$ cat src/rtl/uart_pkg.sv
// rtl/uart_pkg.sv - shared UART receiver constants, state enumeration and parity helper.
package uart_pkg;

    localparam int OVERSAMPLE  = 16;
    localparam int SAMPLE_TICK = 8;
    localparam int TICK_W      = $clog2(OVERSAMPLE);

    typedef logic [TICK_W-1:0] tick_t;

    typedef enum logic [2:0] {
        IDLE,
        START,
        DATA,
        PARITY,
        STOP
    } rx_state_e;

    // Odd parity: the bit that makes the total count of ones odd.
    function automatic logic odd_parity(input logic [7:0] data);
        return ~(^data);
    endfunction

endpackage

$ cat src/rtl/uart_rx_if.sv
// rtl/uart_rx_if.sv - serial line, parity select and received-frame outputs of the UART receiver.
interface uart_rx_if;

    logic       rx;
    logic       parity_en;
    logic [7:0] dataout;
    logic       rx_valid;
    logic       parity_err;
    logic       frame_err;
    logic       idle;

    modport master (
        output rx, parity_en,
        input  dataout, rx_valid, parity_err, frame_err, idle
    );

    modport slave (
        input  rx, parity_en,
        output dataout, rx_valid, parity_err, frame_err, idle
    );

endinterface

$ cat src/rtl/uart_rx_sync.sv
// rtl/uart_rx_sync.sv - two-flop synchronizer for the serial line plus falling-edge detect.
module uart_rx_sync (
    input  logic clk,
    input  logic rst_n,
    input  logic rx_i,
    output logic rx_s_o,
    output logic fall_o
);

    logic meta_q;
    logic sync_q;
    logic prev_q;

    // All three flops reset to the idle-high line level so reset never looks like a start edge.
    always_ff @(posedge clk or negedge rst_n) begin
        if (!rst_n) begin
            meta_q <= 1'b1;
            sync_q <= 1'b1;
            prev_q <= 1'b1;
        end else begin
            meta_q <= rx_i;
            sync_q <= meta_q;
            prev_q <= sync_q;
        end
    end

    assign rx_s_o = sync_q;
    assign fall_o = prev_q & ~sync_q;

endmodule

$ cat src/rtl/uart_rx.sv
// rtl/uart_rx.sv - 16x oversampling UART receiver, 8 data bits, optional odd parity, one stop bit.
// Define UART_RX_MAJORITY_EN to decide each bit by 2-of-3 vote over ticks 6, 7 and 8.
module uart_rx
    import uart_pkg::*;
(
    input  logic     baud_clk,
    input  logic     rst_n,
    uart_rx_if.slave bus
);

    logic rx_s;
    logic rx_fall;

    uart_rx_sync u_sync (
        .clk    (baud_clk),
        .rst_n  (rst_n),
        .rx_i   (bus.rx),
        .rx_s_o (rx_s),
        .fall_o (rx_fall)
    );

    rx_state_e  state_q,   state_d;
    tick_t      tick_q,    tick_d;
    logic [2:0] idx_q,     idx_d;
    logic [7:0] shift_q,   shift_d;
    logic       par_en_q,  par_en_d;
    logic       par_bad_q, par_bad_d;
    logic [7:0] data_q,    data_d;
    logic       perr_q,    perr_d;
    logic       ferr_q,    ferr_d;
    logic       valid_q,   valid_d;

    logic decide;
    logic bit_val;

    assign decide = (tick_q == tick_t'(SAMPLE_TICK));

`ifdef UART_RX_MAJORITY_EN
    logic [1:0] early_q;

    always_ff @(posedge baud_clk or negedge rst_n) begin
        if (!rst_n) begin
            early_q <= 2'b11;
        end else if (state_q != IDLE) begin
            if (tick_q == tick_t'(SAMPLE_TICK - 2)) early_q[0] <= rx_s;
            if (tick_q == tick_t'(SAMPLE_TICK - 1)) early_q[1] <= rx_s;
        end
    end

    assign bit_val = (early_q[0] & early_q[1]) | (early_q[0] & rx_s) | (early_q[1] & rx_s);
`else
    assign bit_val = rx_s;
`endif

    always_ff @(posedge baud_clk or negedge rst_n) begin
        if (!rst_n) begin
            state_q   <= IDLE;
            tick_q    <= '0;
            idx_q     <= '0;
            shift_q   <= '0;
            par_en_q  <= 1'b0;
            par_bad_q <= 1'b0;
            data_q    <= '0;
            perr_q    <= 1'b0;
            ferr_q    <= 1'b0;
            valid_q   <= 1'b0;
        end else begin
            state_q   <= state_d;
            tick_q    <= tick_d;
            idx_q     <= idx_d;
            shift_q   <= shift_d;
            par_en_q  <= par_en_d;
            par_bad_q <= par_bad_d;
            data_q    <= data_d;
            perr_q    <= perr_d;
            ferr_q    <= ferr_d;
            valid_q   <= valid_d;
        end
    end

    always_comb begin
        state_d   = state_q;
        tick_d    = tick_q + tick_t'(1);
        idx_d     = idx_q;
        shift_d   = shift_q;
        par_en_d  = par_en_q;
        par_bad_d = par_bad_q;
        data_d    = data_q;
        perr_d    = perr_q;
        ferr_d    = ferr_q;
        valid_d   = 1'b0;

        case (state_q)
            IDLE: begin
                tick_d = '0;
                if (rx_fall) begin
                    state_d   = START;
                    par_en_d  = bus.parity_en;
                    par_bad_d = 1'b0;
                end
            end
            START: begin
                if (decide) begin
                    if (bit_val) begin
                        state_d = IDLE;
                    end else begin
                        state_d = DATA;
                        idx_d   = '0;
                    end
                end
            end
            DATA: begin
                if (decide) begin
                    shift_d = {bit_val, shift_q[7:1]};
                    idx_d   = idx_q + 3'd1;
                    if (idx_q == 3'd7) begin
                        state_d = par_en_q ? PARITY : STOP;
                    end
                end
            end
            PARITY: begin
                if (decide) begin
                    par_bad_d = (bit_val != odd_parity(shift_q));
                    state_d   = STOP;
                end
            end
            STOP: begin
                // Leaving at mid-stop lets a start edge in the stop bit's second half be caught.
                if (decide) begin
                    data_d  = shift_q;
                    perr_d  = par_en_q & par_bad_q;
                    ferr_d  = ~bit_val;
                    valid_d = 1'b1;
                    state_d = IDLE;
                end
            end
            default: begin
                state_d = IDLE;
            end
        endcase
    end

    assign bus.dataout    = data_q;
    assign bus.rx_valid   = valid_q;
    assign bus.parity_err = perr_q;
    assign bus.frame_err  = ferr_q;
    assign bus.idle       = (state_q == IDLE);

endmodule

$ cat src/flat_wrapper.sv
// flat-port wrapper written by rule: the top's interface ports become plain ports
module uart_rx_flat import uart_pkg::*;
  (baud_clk, rst_n, bus_rx, bus_parity_en, bus_dataout, bus_rx_valid, bus_parity_err, bus_frame_err, bus_idle);
  uart_rx_if bus_i ();
  input  logic baud_clk;
  input  logic rst_n;
  input wire logic [$bits(bus_i.rx)-1:0] bus_rx;
  input wire logic [$bits(bus_i.parity_en)-1:0] bus_parity_en;
  output wire logic [$bits(bus_i.dataout)-1:0] bus_dataout;
  output wire logic [$bits(bus_i.rx_valid)-1:0] bus_rx_valid;
  output wire logic [$bits(bus_i.parity_err)-1:0] bus_parity_err;
  output wire logic [$bits(bus_i.frame_err)-1:0] bus_frame_err;
  output wire logic [$bits(bus_i.idle)-1:0] bus_idle;
  assign bus_i.rx = bus_rx;
  assign bus_i.parity_en = bus_parity_en;
  assign bus_dataout = bus_i.dataout;
  assign bus_rx_valid = bus_i.rx_valid;
  assign bus_parity_err = bus_i.parity_err;
  assign bus_frame_err = bus_i.frame_err;
  assign bus_idle = bus_i.idle;
  uart_rx u_core (.baud_clk(baud_clk), .rst_n(rst_n), .bus(bus_i));
endmodule
$ cat config.mk
export PLATFORM = sky130hd
export DESIGN_NAME = uart_rx_flat
export DESIGN_NICKNAME = d
export VERILOG_FILES = /design/src/rtl/uart_pkg.sv /design/src/rtl/uart_rx_if.sv /design/src/rtl/uart_rx_sync.sv /design/src/rtl/uart_rx.sv /design/src/flat_wrapper.sv
export SDC_FILE = /design/constraint.sdc
export NUM_CORES = 1
export LEC_CHECK = 0
export CORE_MARGIN = 8
export CORE_UTILIZATION = 45
export CTS_BUF_LIST = sky130_fd_sc_hd__clkbuf_4 sky130_fd_sc_hd__clkbuf_8
export DETAILED_ROUTE_END_ITERATION = 12
export DONT_BUFFER_PORTS = 1
export GPL_TIMING_DRIVEN = 0
export MAX_ROUTING_LAYER = met4
export SYNTH_ARGS = -nofsm -noshare
export SYNTH_HDL_FRONTEND = slang
export SYNTH_HIERARCHICAL = 1
export SYNTH_SLANG_ARGS = --single-unit
$ cat constraint.sdc
create_clock -name baud_clk -period 2.4 [get_ports baud_clk]
set_input_delay 0.6 -clock baud_clk [delete_from_list [all_inputs] [get_ports baud_clk]]
set_output_delay 0.6 -clock baud_clk [all_outputs]
set_load 0.03 [all_outputs]
-- Word-level counts from Yosys, hierarchy flattened
Index checks and enable logic that the tools add are counted.
- flip-flop bits (word level): 34
- word-level logic and storage cells: 62
- $add $sub $neg: 2
- equal/unequal tests: 14
- mux-type cells: 19
- bitwise gates (word level): 4
- reduce and logical (&&, ||, !) cells: 10
- operators by type and width (cell ; count):
    3-bit two-way mux ; 10
    3-bit case mux with 5 select lines ; 1
    2-bit by 1-bit != test with 1-bit output (second input constant) ; 6
    8-bit XOR reduction ; 1
    3-bit by 2-bit equality test with 1-bit output (second input constant) ; 2
    3-bit equality test (second input constant) ; 2
    3-bit case mux with 2 select lines ; 1
    2-bit AND reduction ; 3
    6-bit AND reduction ; 1
    4-bit by 1-bit adder with 4-bit output (second input constant) ; 1
    4-bit equality test (second input constant) ; 1
    1-bit two-way mux ; 4
    4-bit two-way mux ; 1
    4-bit AND reduction ; 1
    2-bit nonzero test ; 2
    3-bit by 1-bit adder with 3-bit output (second input constant) ; 1
    3-bit by 1-bit equality test with 1-bit output (second input constant) ; 1
    3-bit logical NOT ; 1
    3-bit AND reduction ; 1
    1-bit AND ; 2
    2-bit two-way mux ; 1
    2-bit != test (second input constant) ; 1
    1-bit inverter ; 2
    1-bit case mux with 2 select lines ; 1
    1-bit != test ; 1

-- Logic depth before layout (Yosys ltp)
Gate-level depths: netlist (run 1).
- depth in word-level cells: 5
- depth in mapped cells: 8

-- By module
The synthesis (run 1) kept the hierarchy.
- by module, submodules not included (module ; times used ; cells an instance ; area an instance (sq um) ; sequential area each (sq um)):
    uart_rx ; 1 ; 124 ; 1436.4 ; 775.7
    uart_rx_sync ; 1 ; 4 ; 92.6 ; 78.8

-- Least setup slack after synthesis (run 1)
OpenSTA, ideal clock, no wires.
- kind: register to register
- from: reg u_core.state_q[1]
- to: reg u_core.par_en_q
- setup time: 0.125 ns
- arrival time: 1.889 ns
- required time: 2.275 ns
- slack: 0.386 ns
- stages on the path, launching flop included: 5
- path buffers: 1
- clock period less this slack: 2.014 ns
- path through: dfrtp_1 buf_6 nor3_1 nand2_1 mux2_2
- cells in the longest elaborated chain, start to end: 2
- RTL lines (what ; RTL line ; source):
    from (decl) ; uart_rx.sv:22 ; rx_state_e state_q, state_d;
    from (signal assigned) ; uart_rx.sv:68 ; state_q <= state_d;
    3-bit logical NOT ; - ;
    named net bus_idle ; flat_wrapper.sv:13 ; output wire logic [$bits(bus_i.idle)-1:0] bus_idle;
    2-bit AND reduction (no source line) ; - ;
    to (signal assigned) ; uart_rx.sv:72 ; par_en_q <= par_en_d;
    to (decl) ; uart_rx.sv:26 ; logic par_en_q, par_en_d;
The timed path passes the listed nets, and every way through them passes these cells.
A chain may end at the register's enable or synchronous reset.

-- Worst setup path in the final report (run 1)
- from: reg u_core.state_q[0]
- to: out bus_idle
- cells in the longest elaborated chain, start to end: 1
- RTL lines (what ; RTL line ; source):
    3-bit logical NOT ; uart_rx.sv:147 ; assign bus.idle = (state_q == IDLE);
    to (decl) ; flat_wrapper.sv:13 ;
Every way passes these cells.

==> results of run 1 <==
==> sequential cells by signal, summed over array words and instances, names as in the netlist <==
name / flops
u_core/bus.dataout: 8
u_core/shift_q: 8
u_core/tick_q: 4
u_core/idx_q: 3
u_core/state_q: 3
u_core/bus.frame_err: 1
u_core/bus.parity_err: 1
u_core/bus.rx_valid: 1
u_core/par_bad_q: 1
u_core/par_en_q: 1
u_core/u_sync/meta_q: 1
u_core/u_sync/prev_q: 1
u_core/u_sync/rx_s_o: 1
==> timing repair <==
item / CTS / global route
endpoints found under the hold margin: 31 / 0
setup endpoints to repair: 1 / 0
hold buffers: 1 / 0
resized for setup: 1 / 0
==> synthesized netlist by cell type, drive strengths merged <==
| library cell | n | area (sq um) |
|---|---|---|
| dfrtp | 31 | 776 |
| nand2 | 29 | 109 |
| mux2 | 9 | 120 |
| xnor2 | 6 | 52.6 |
| nor2 | 5 | 18.8 |
| o21ai | 5 | 25.0 |
| buf | 4 | 42.5 |
| ha | 4 | 50.1 |
| inv | 4 | 15.0 |
| dfstp | 3 | 78.8 |
| nand2b | 3 | 26.3 |
| nor2b | 3 | 26.3 |
| a21oi | 2 | 10.0 |
| a22o | 2 | 17.5 |
| nand3 | 2 | 10.0 |
| nor3 | 2 | 15.0 |
| or3 | 2 | 12.5 |
| xor2 | 2 | 17.5 |
| a211o | 1 | 8.76 |
| a221oi | 1 | 8.76 |
| and3b | 1 | 10.0 |
| clkbuf | 1 | 3.75 |
| nand3b | 1 | 20.0 |
| nand4 | 1 | 6.26 |
| nand4b | 1 | 8.76 |
| o32ai | 1 | 8.76 |
| or3b | 1 | 8.76 |
| xnor3 | 1 | 22.5 |
==> power by group through the flow <==
stage                     registers, mW  clock network, mW  logic (mW)
final                             0.715              0.444       0.319
after global routing              0.729              0.486       0.365
after CTS                         0.716              0.461       0.323
after detailed placement          0.728                  0       0.304
after global placement            0.725                  0       0.294
after floorplan                   0.713                  0       0.261
==> metrics by stage <==
stage,hold WS [ns],area (sq um),util
final,0.0712,1700,0.514
after global routing,0.0548,1700,0.514
after CTS,0.0544,1700,0.514
after detailed placement,0.306,1590,0.479
after global placement,0.305,1590,0.479
after floorplan,0.304,1530,-
==> path summary, 6_finish.rpt <==
kind	slack [ns]	to	from
max in group asynchronous	2.15	u_core/tick_q[3]	rst_n
min reg2reg	0.36	u_core/u_sync/rx_s_o	u_core/u_sync/meta_q
min in group baud_clk	0.26	u_core/u_sync/meta_q	bus_rx
min	0.07	u_core/bus.frame_err	rst_n
max	0.25	bus_idle	u_core/state_q[0]
max reg2reg	0.55	u_core/bus.dataout[6]	u_core/tick_q[0]
==> logic make-up after synthesis <==
kind of cell / Yosys count / synth area share
multiplexers: 9 / 0.0786
buffers and inverters: 9 / 0.0401
XOR/XNOR: 9 / 0.0606
AND/OR/NAND/NOR: 51 / 0.178
adder cells (fa/ha/maj): 4 / 0.0327
flip-flops: 34 / 0.559
AO/OA/AOI/OAI: 12 / 0.0516
==> final cells by class <==
type	count	area, sq um
Buffer	5	46.3
Clock buffer	7	58.8
Clock inverter	1	30.0
Fill cell	300	1610
Inverter	4	15.0
Multi-Input combinational cell	85	618
Sequential cell	34	855
Tap cell	46	57.6
Timing Repair Buffer	1	20.0
==> layer usage <==
| layer | routed length (microns) | share of wire |
|---|---|---|
| met5 | 0 | 0 |
| met4 | 64 | 0.025 |
| met3 | 160 | 0.063 |
| met2 | 1110 | 0.44 |
| met1 | 1200 | 0.47 |
==> impl_metrics.py, run 1 <==
metrics = {
    "timing": {
        "fin_setup_tns_ns": 0,
        "finalHoldViolCount": 0,
        "post-route-period-util": 0.895,
        "finalSetupViolations": 0,
        "worst_slew_pin_slew_ns": 0.844,
        "clock.fmax_mhz": 465,
        "skew_ns": 0.0127,
        "period_needed_ns": 2.15,
        "finalMaxSlewViolations": 0,
        "layout_setup_ws_ns": 0.251,
        "grt_setup_unrepaired": "no",
        "relSlewSlack": 0.435,
    },
    "synth": {
        "yosysUniqueCellTypes": 34,
        "synth_area_sq_mm": 0.00153,
        "ys_warn_count": 6,
        "yosysSeqAreaShare": 0.559,
        "synth-seq-cells": 34,
        "synth_nets": 136,
        "postSynthCellCount": 128,
        "avgSynthCellArea_sq_um": 11.9,
    },
    "place": {
        "pre_cts_ws_ns": 0.0539,
        "placedCellCount": 174,
        "dpl.hpwl_mm": 1.75,
        "portBuffers": 0,
        "gp_congestion": 0.822,
    },
    "clock_network": {
        "root_buffer": "clkbuf_4",
        "cts.sinks": 34,
        "post_cts.repair.setup_buffers": 0,
        "clockBufferDepth": 2,
        "insertion_delay_ns": 0.34,
        "cts-buffers-inserted": 5,
        "cts.htree.levels": 2,
        "clk_transition_reported_paths_ns": 0.10,
        "cts_tree": "yes",
    },
    "die": {
        "die_w_microns": 74.3,
        "die_h_microns": 74.3,
        "start_util": 0.462,
        "dieArea_sq_mm": 0.00552,
        "io_pins": 16,
        "placementRows": 21,
        "coreArea_sq_mm": 0.00331,
    },
    "final_layout": {
        "drive_above_1_share": 0.226,
        "layout.nets": 144,
        "final_cell_mix": "dfrtp_1, nand2_1, clkbuf_4, xnor2_1",
        "diodes": 0,
        "finalNonFillerCells": 183,
        "area_delta_synth_final_pct": 11.2,
        "final_common_cell": "dfrtp_1",
    },
    "power_and_ir_drop": {
        "p_leak_nw": 0.866,
        "comb_power_share": 0.216,
        "clkPwrFrac": 0.300,
        "p_sw_frac": 0.285,
        "total_power_mw": 1.48,
        "power_density_mw_per_mm2": 870,
        "vdd_drop_max_mv": 0.614,
        "power_switching_mw": 0.422,
        "intPower_mw": 1.06,
        "seqPwrFrac": 0.484,
    },
    "critical_path": {
        "worstPathArrival_ns": 1.55,
        "max_stage_delay_ns": 0.65,
        "start_kind": "flip-flop",
        "r2r_cells": 7,
        "worstSetupPathType": "reg -> out",
        "worstPathRequired_ns": 1.80,
        "path_buf_inv": 1,
        "cp_top_family": "simple AND/OR/NAND/NOR gates",
        "cpMaxStageDelayCell": "nor3_2",
        "cp_cell_sequence": "buf_2, nor3_2",
        "crit_fanout": 10,
        "worst-path-stages": 2,
        "cp-end-kind": "output pin",
    },
    "detailed_routing": {
        "wl_per_cell_microns": 13.9,
        "drc": 0,
        "dr.pass1.iters": 3,
        "drtIter0Drc": 32,
        "vias": 896,
        "vias_per_cell": 4.90,
        "ant_nets": 0,
        "drt_wl_total_mm": 2.54,
    },
    "global_route": {
        "met1_usage": 0.134,
        "overflow": 0,
        "grt_pass1_wl_mm": 4.42,
        "grt_use_met3": 0.0418,
        "grt_max_degree": 32,
        "grt.busiest_layer": "met2",
        "grt_pass1_vias": 921,
        "grt_util_met2": 0.156,
        "grt_use_total": 0.112,
        "antenna_found_initial": 0,
    },
    "run_status": {
        "status": "finished clean",
    },
    "job": {
        "maxCapViolCount": 0,
    },
    "worst_hold_path": {
        "hold_path_class": "in -> async",
    },
}
Note: power is estimated with default switching activity, not from simulation.
==> run 2, diff against run 1 <==
--- a/config.mk
+++ b/config.mk
@@ -11,7 +11,6 @@
 export DETAILED_ROUTE_END_ITERATION = 12
 export DONT_BUFFER_PORTS = 1
 export GPL_TIMING_DRIVEN = 0
-export MAX_ROUTING_LAYER = met4
 export SYNTH_ARGS = -nofsm -noshare
 export SYNTH_HDL_FRONTEND = slang
 export SYNTH_HIERARCHICAL = 1
==> impl_metrics.py, run 2 (synthesis gave the netlist of run 1 again) <==
metrics = {
    "timing": {
        "fin_setup_tns_ns": 0,
        "finalHoldViolCount": 0,
        "skew_ns": 0.0130,
        "grt_setup_unrepaired": "no",
        "relSlewSlack": 0.435,
        "finalMaxSlewViolations": 0,
        "period_needed_ns": 2.15,
        "worst_slew_pin_slew_ns": 0.844,
        "post-route-period-util": 0.896,
        "clock.fmax_mhz": 465,
        "finalSetupViolations": 0,
    },
    "clock_network": {
        "insertion_delay_ns": 0.34,
        "root_buffer": "clkbuf_4",
        "clk_transition_reported_paths_ns": 0.10,
        "clockBufferDepth": 2,
        "cts.sinks": 34,
        "cts-buffers-inserted": 5,
        "cts.htree.levels": 2,
        "post_cts.repair.setup_buffers": 0,
        "cts_tree": "yes",
    },
    "global_route": {
        "grt_pass1_vias": 924,
        "grt_pass1_wl_mm": 4.42,
        "antenna_found_initial": 0,
        "overflow": 0,
        "grt_max_degree": 32,
        "grt_use_total": 0.109,
    },
    "final_layout": {
        "drive_above_1_share": 0.226,
        "final_cell_mix": "dfrtp_1, nand2_1, clkbuf_4, xnor2_1",
        "final_common_cell": "dfrtp_1",
        "area_delta_synth_final_pct": 11.2,
        "diodes": 0,
        "layout.nets": 144,
    },
    "critical_path": {
        "worstPathRequired_ns": 1.80,
        "cp-end-kind": "output pin",
        "worstSetupPathType": "reg -> out",
        "worstPathArrival_ns": 1.55,
        "crit_fanout": 10,
        "start_kind": "flip-flop",
    },
    "place": {
        "portBuffers": 0,
        "gp_congestion": 0.810,
        "dpl.hpwl_mm": 1.75,
    },
    "power_and_ir_drop": {
        "intPower_mw": 1.06,
        "vdd_drop_max_mv": 0.614,
        "p_sw_frac": 0.285,
        "power_density_mw_per_mm2": 870,
        "comb_power_share": 0.216,
        "clkPwrFrac": 0.300,
        "power_switching_mw": 0.422,
        "seqPwrFrac": 0.484,
        "total_power_mw": 1.48,
        "p_leak_nw": 0.866,
    },
    "detailed_routing": {
        "drc": 0,
        "wl_per_cell_microns": 13.9,
        "drt_wl_total_mm": 2.54,
        "drtIter0Drc": 27,
        "vias_per_cell": 4.89,
        "vias": 895,
        "dr.pass1.iters": 3,
        "ant_nets": 0,
    },
    "worst_hold_path": {
        "hold_path_class": "in -> async",
    },
    "die": {
        "coreArea_sq_mm": 0.00331,
        "die_w_microns": 74.3,
        "placementRows": 21,
        "io_pins": 16,
        "die_h_microns": 74.3,
        "dieArea_sq_mm": 0.00552,
        "start_util": 0.462,
    },
    "run_status": {
        "status": "finished clean",
    },
    "job": {
        "maxCapViolCount": 0,
    },
}
[run 2: cell counts in the layout (fill, tap and decap cells not counted)]
No cell type changed its count.
[run 2: power groups by stage]
stage               Sequential (mW)  Combinational (mW)  Clock [mW]
global placement              0.725               0.294           0
floorplan                     0.713               0.261           0
global route                  0.729               0.365       0.486
CTS                           0.716               0.323       0.461
finish                        0.715               0.319       0.444
detailed placement            0.728               0.304           0
[run 2: timing repair]
action | in CTS | in global routing
endpoints found under the hold margin | 31 | 0
setup endpoints to repair | 1 | 0
hold buffers | 1 | 0
resized for setup | 1 | 0
[run 2: worst max-delay path, cell delays in order, from the launching register on]
cell     delay, ns
dfrtp_1       0.38
buf_2         0.18
nor3_2        0.65
[run 2: final cells by class]
class | instances | area, sq um
timing repair buffer | 1 | 20.0
fill | 300 | 1610
clock buffer | 7 | 58.8
sequential | 34 | 855
inverter | 4 | 15.0
clock inverter | 1 | 30.0
tap | 46 | 57.6
buffer | 5 | 46.3
multi-input combinational | 85 | 618
[run 2: through the flow]
step / cell area [sq um] / hold WS, ns / utilization / std cells / worst slack, ns
final: 1700 / 0.0708 / 0.514 / 183 / 0.250
after detailed placement: 1590 / 0.306 / 0.479 / 174 / 0.0539
after global routing: 1700 / 0.0548 / 0.514 / 183 / 0.147
after floorplan: 1530 / 0.304 / - / 128 / 0.386
after global placement: 1590 / 0.305 / 0.479 / 174 / 0.119
after CTS: 1700 / 0.0544 / 0.514 / 183 / 0.217
[run 2: layer usage]
metal | part of all wire | GRT usage
met2 | 0.44 | 0.157
met3 | 0.063 | 0.0418
met5 | 0 | 0
met4 | 0.025 | 0.0652
met1 | 0.47 | 0.134
[run 2: final timing paths]
check | cells after the start | startpoint | slack (ns) | endpoint
min | 1 | rst_n | 0.07 | u_core/bus.frame_err
max in group asynchronous | 1 | rst_n | 2.15 | u_core/tick_q[3]
min reg2reg | 0 | u_core/u_sync/meta_q | 0.36 | u_core/u_sync/rx_s_o
max | 2 | u_core/state_q[0] | 0.25 | bus_idle
min in group baud_clk | 0 | bus_rx | 0.26 | u_core/u_sync/meta_q
max reg2reg | 7 | u_core/tick_q[0] | 0.55 | u_core/bus.dataout[6]
==> run 3, diff against run 2 <==
--- a/config.mk
+++ b/config.mk
@@ -5,9 +5,11 @@
 export SDC_FILE = /design/constraint.sdc
 export NUM_CORES = 1
 export LEC_CHECK = 0
+export CORE_ASPECT_RATIO = 1.4
 export CORE_MARGIN = 8
 export CORE_UTILIZATION = 45
 export CTS_BUF_LIST = sky130_fd_sc_hd__clkbuf_4 sky130_fd_sc_hd__clkbuf_8
+export CTS_CLUSTER_SIZE = 16
 export DETAILED_ROUTE_END_ITERATION = 12
 export DONT_BUFFER_PORTS = 1
 export GPL_TIMING_DRIVEN = 0
==> impl_metrics.py, run 3 (synthesis gave the netlist of run 1 again) <==
metrics = {
    "critical_path": {
        "worstPathRequired_ns": 1.80,
        "cpMaxStageDelayCell": "nor3_2",
        "worstPathArrival_ns": 1.46,
        "crit_fanout": 7,
        "max_stage_delay_ns": 0.72,
        "r2r_slack_ns": 0.54,
        "cp_top_family": "simple AND/OR/NAND/NOR gates",
        "r2r_cells": 7,
        "cp_cell_sequence": "nor3_2",
        "start_kind": "flip-flop",
        "cp-end-kind": "output pin",
        "rr_endpoint": "u_core/bus.dataout[3]",
        "rr_startpoint": "u_core/tick_q[0]",
        "worstSetupPathType": "reg -> out",
        "path_buf_inv": 0,
    },
    "global_route": {
        "grt_use_met3": 0.0422,
        "grt_use_total": 0.101,
        "antenna_found_initial": 0,
        "grt_pass1_vias": 959,
        "met1_usage": 0.0935,
        "overflow": 0,
        "grt_util_met2": 0.178,
        "grt_max_degree": 35,
        "grt_pass1_wl_mm": 4.37,
        "grt.busiest_layer": "met2",
    },
    "power_and_ir_drop": {
        "total_power_mw": 1.47,
        "p_leak_nw": 0.869,
        "power_density_mw_per_mm2": 866,
        "vdd_drop_max_mv": 0.508,
    },
    "clock_network": {
        "cts-buffers-inserted": 5,
        "cts_tree": "yes",
        "root_buffer": "clkbuf_8",
        "insertion_delay_ns": 0.27,
        "cts.htree.levels": 2,
        "cts.sinks": 34,
        "clockBufferDepth": 2,
        "clk_transition_reported_paths_ns": 0.06,
        "post_cts.repair.setup_buffers": 0,
    },
    "timing": {
        "finalHoldViolCount": 0,
        "grt_setup_unrepaired": "no",
        "holdWs_ns": 0.143,
        "layout_setup_ws_ns": 0.337,
        "finalSetupViolations": 0,
        "worst_slew_pin_slew_ns": 0.809,
        "finalMaxSlewViolations": 0,
        "period_needed_ns": 2.06,
        "clock.fmax_mhz": 485,
        "skew_ns": 0.00437,
        "relSlewSlack": 0.458,
        "post-route-period-util": 0.860,
        "fin_setup_tns_ns": 0,
    },
    "final_layout": {
        "drive_above_1_share": 0.226,
        "layout.area.seq_sq_um": 855,
        "multiInputGateArea_sq_um": 618,
        "area_delta_synth_final_pct": 11.3,
        "final_cell_mix": "dfrtp_1, nand2_1, clkbuf_8, xnor2_1",
        "layout.nets": 144,
        "final_common_cell": "dfrtp_1",
        "diodes": 0,
        "final_area_sq_mm": 0.00170,
        "num-fill-cells": 302,
    },
    "place": {
        "dpl.hpwl_mm": 1.78,
        "gp_congestion": 0.696,
        "pre_cts_ws_ns": 0.0661,
        "portBuffers": 0,
        "place_area_sq_mm": 0.00158,
    },
    "die": {
        "coreArea_sq_mm": 0.00332,
        "start_util": 0.461,
        "io_pins": 16,
        "die_h_microns": 85.0,
        "placementRows": 25,
        "dieArea_sq_mm": 0.00555,
        "die_w_microns": 65.3,
    },
    "detailed_routing": {
        "vias_per_cell": 5.11,
        "vias": 904,
        "wl_per_cell_microns": 14.2,
        "drc": 0,
        "dr.pass1.iters": 4,
        "drtIter0Drc": 24,
        "drt_wl_total_mm": 2.52,
        "ant_nets": 0,
    },
    "worst_hold_path": {
        "hold_path_class": "in -> async",
    },
    "job": {
        "maxCapViolCount": 0,
    },
    "run_status": {
        "status": "finished clean",
    },
}
==> run 3: layer usage <==
layer  part of all wire  vias up  wire length [microns]
met5                  0        -                      0
met4              0.021        0                     54
met3              0.054        5                    135
met2               0.54       14                   1350
met1               0.39      446                    976
li1                   -      439                      -
==> run 3: where the power goes <==
| part | switching, mW | internal [mW] | leakage [nW] | total (mW) |
|---|---|---|---|---|
| Clock | 0.179 | 0.256 | 0.0523 | 0.436 |
| Combinational | 0.171 | 0.147 | 0.367 | 0.318 |
| Sequential | 0.0685 | 0.652 | 0.450 | 0.720 |
==> run 3: area by class of cell <==
| type | instances | area share |
|---|---|---|
| buffer | 5 | 0.0272 |
| clock buffer | 8 | 0.0574 |
| inverter | 4 | 0.00882 |
| multi-input combinational | 85 | 0.363 |
| sequential | 34 | 0.502 |
| tap | 40 | 0.0294 |
| timing repair buffer | 1 | 0.0118 |
==> run 3: worst register-to-register path: cells and delay by family, from the launching register on <==
family | cells | cell delay, ns
buf+inv | 3 | 0.35
flops | 1 | 0.41
fa+ha+maj | 1 | 0.21
mux | 1 | 0.30
simple gates | 2 | 0.49
==> run 3: how the worst max path moves through the flow <==
stage	endpoint	start	cells past startpoint	slack [ns]
after floorplan	u_core/par_en_q	u_core/state_q[1]	4	0.39
after global placement	u_core/par_en_q	u_core/state_q[0]	4	0.1
after detailed placement	u_core/par_en_q	u_core/state_q[0]	4	0.07
after CTS	bus_idle	u_core/state_q[2]	1	0.28
after global routing	bus_idle	u_core/state_q[2]	1	0.22
final	bus_idle	u_core/state_q[2]	1	0.34
==> run 3: metrics by stage <==
step / instances / util
final: 177 / 0.513
after global placement: 168 / 0.476
after floorplan: 128 / -
after CTS: 176 / 0.507
after global routing: 177 / 0.513
after detailed placement: 168 / 0.476
==> run 3: what timing repair did <==
| item | CTS | global route |
|---|---|---|
| hold buffers | 0 | 1 |
| setup endpoints to repair | 1 | 0 |
| endpoints found under the hold margin | 0 | 31 |
| gates resized for setup | 1 | 0 |
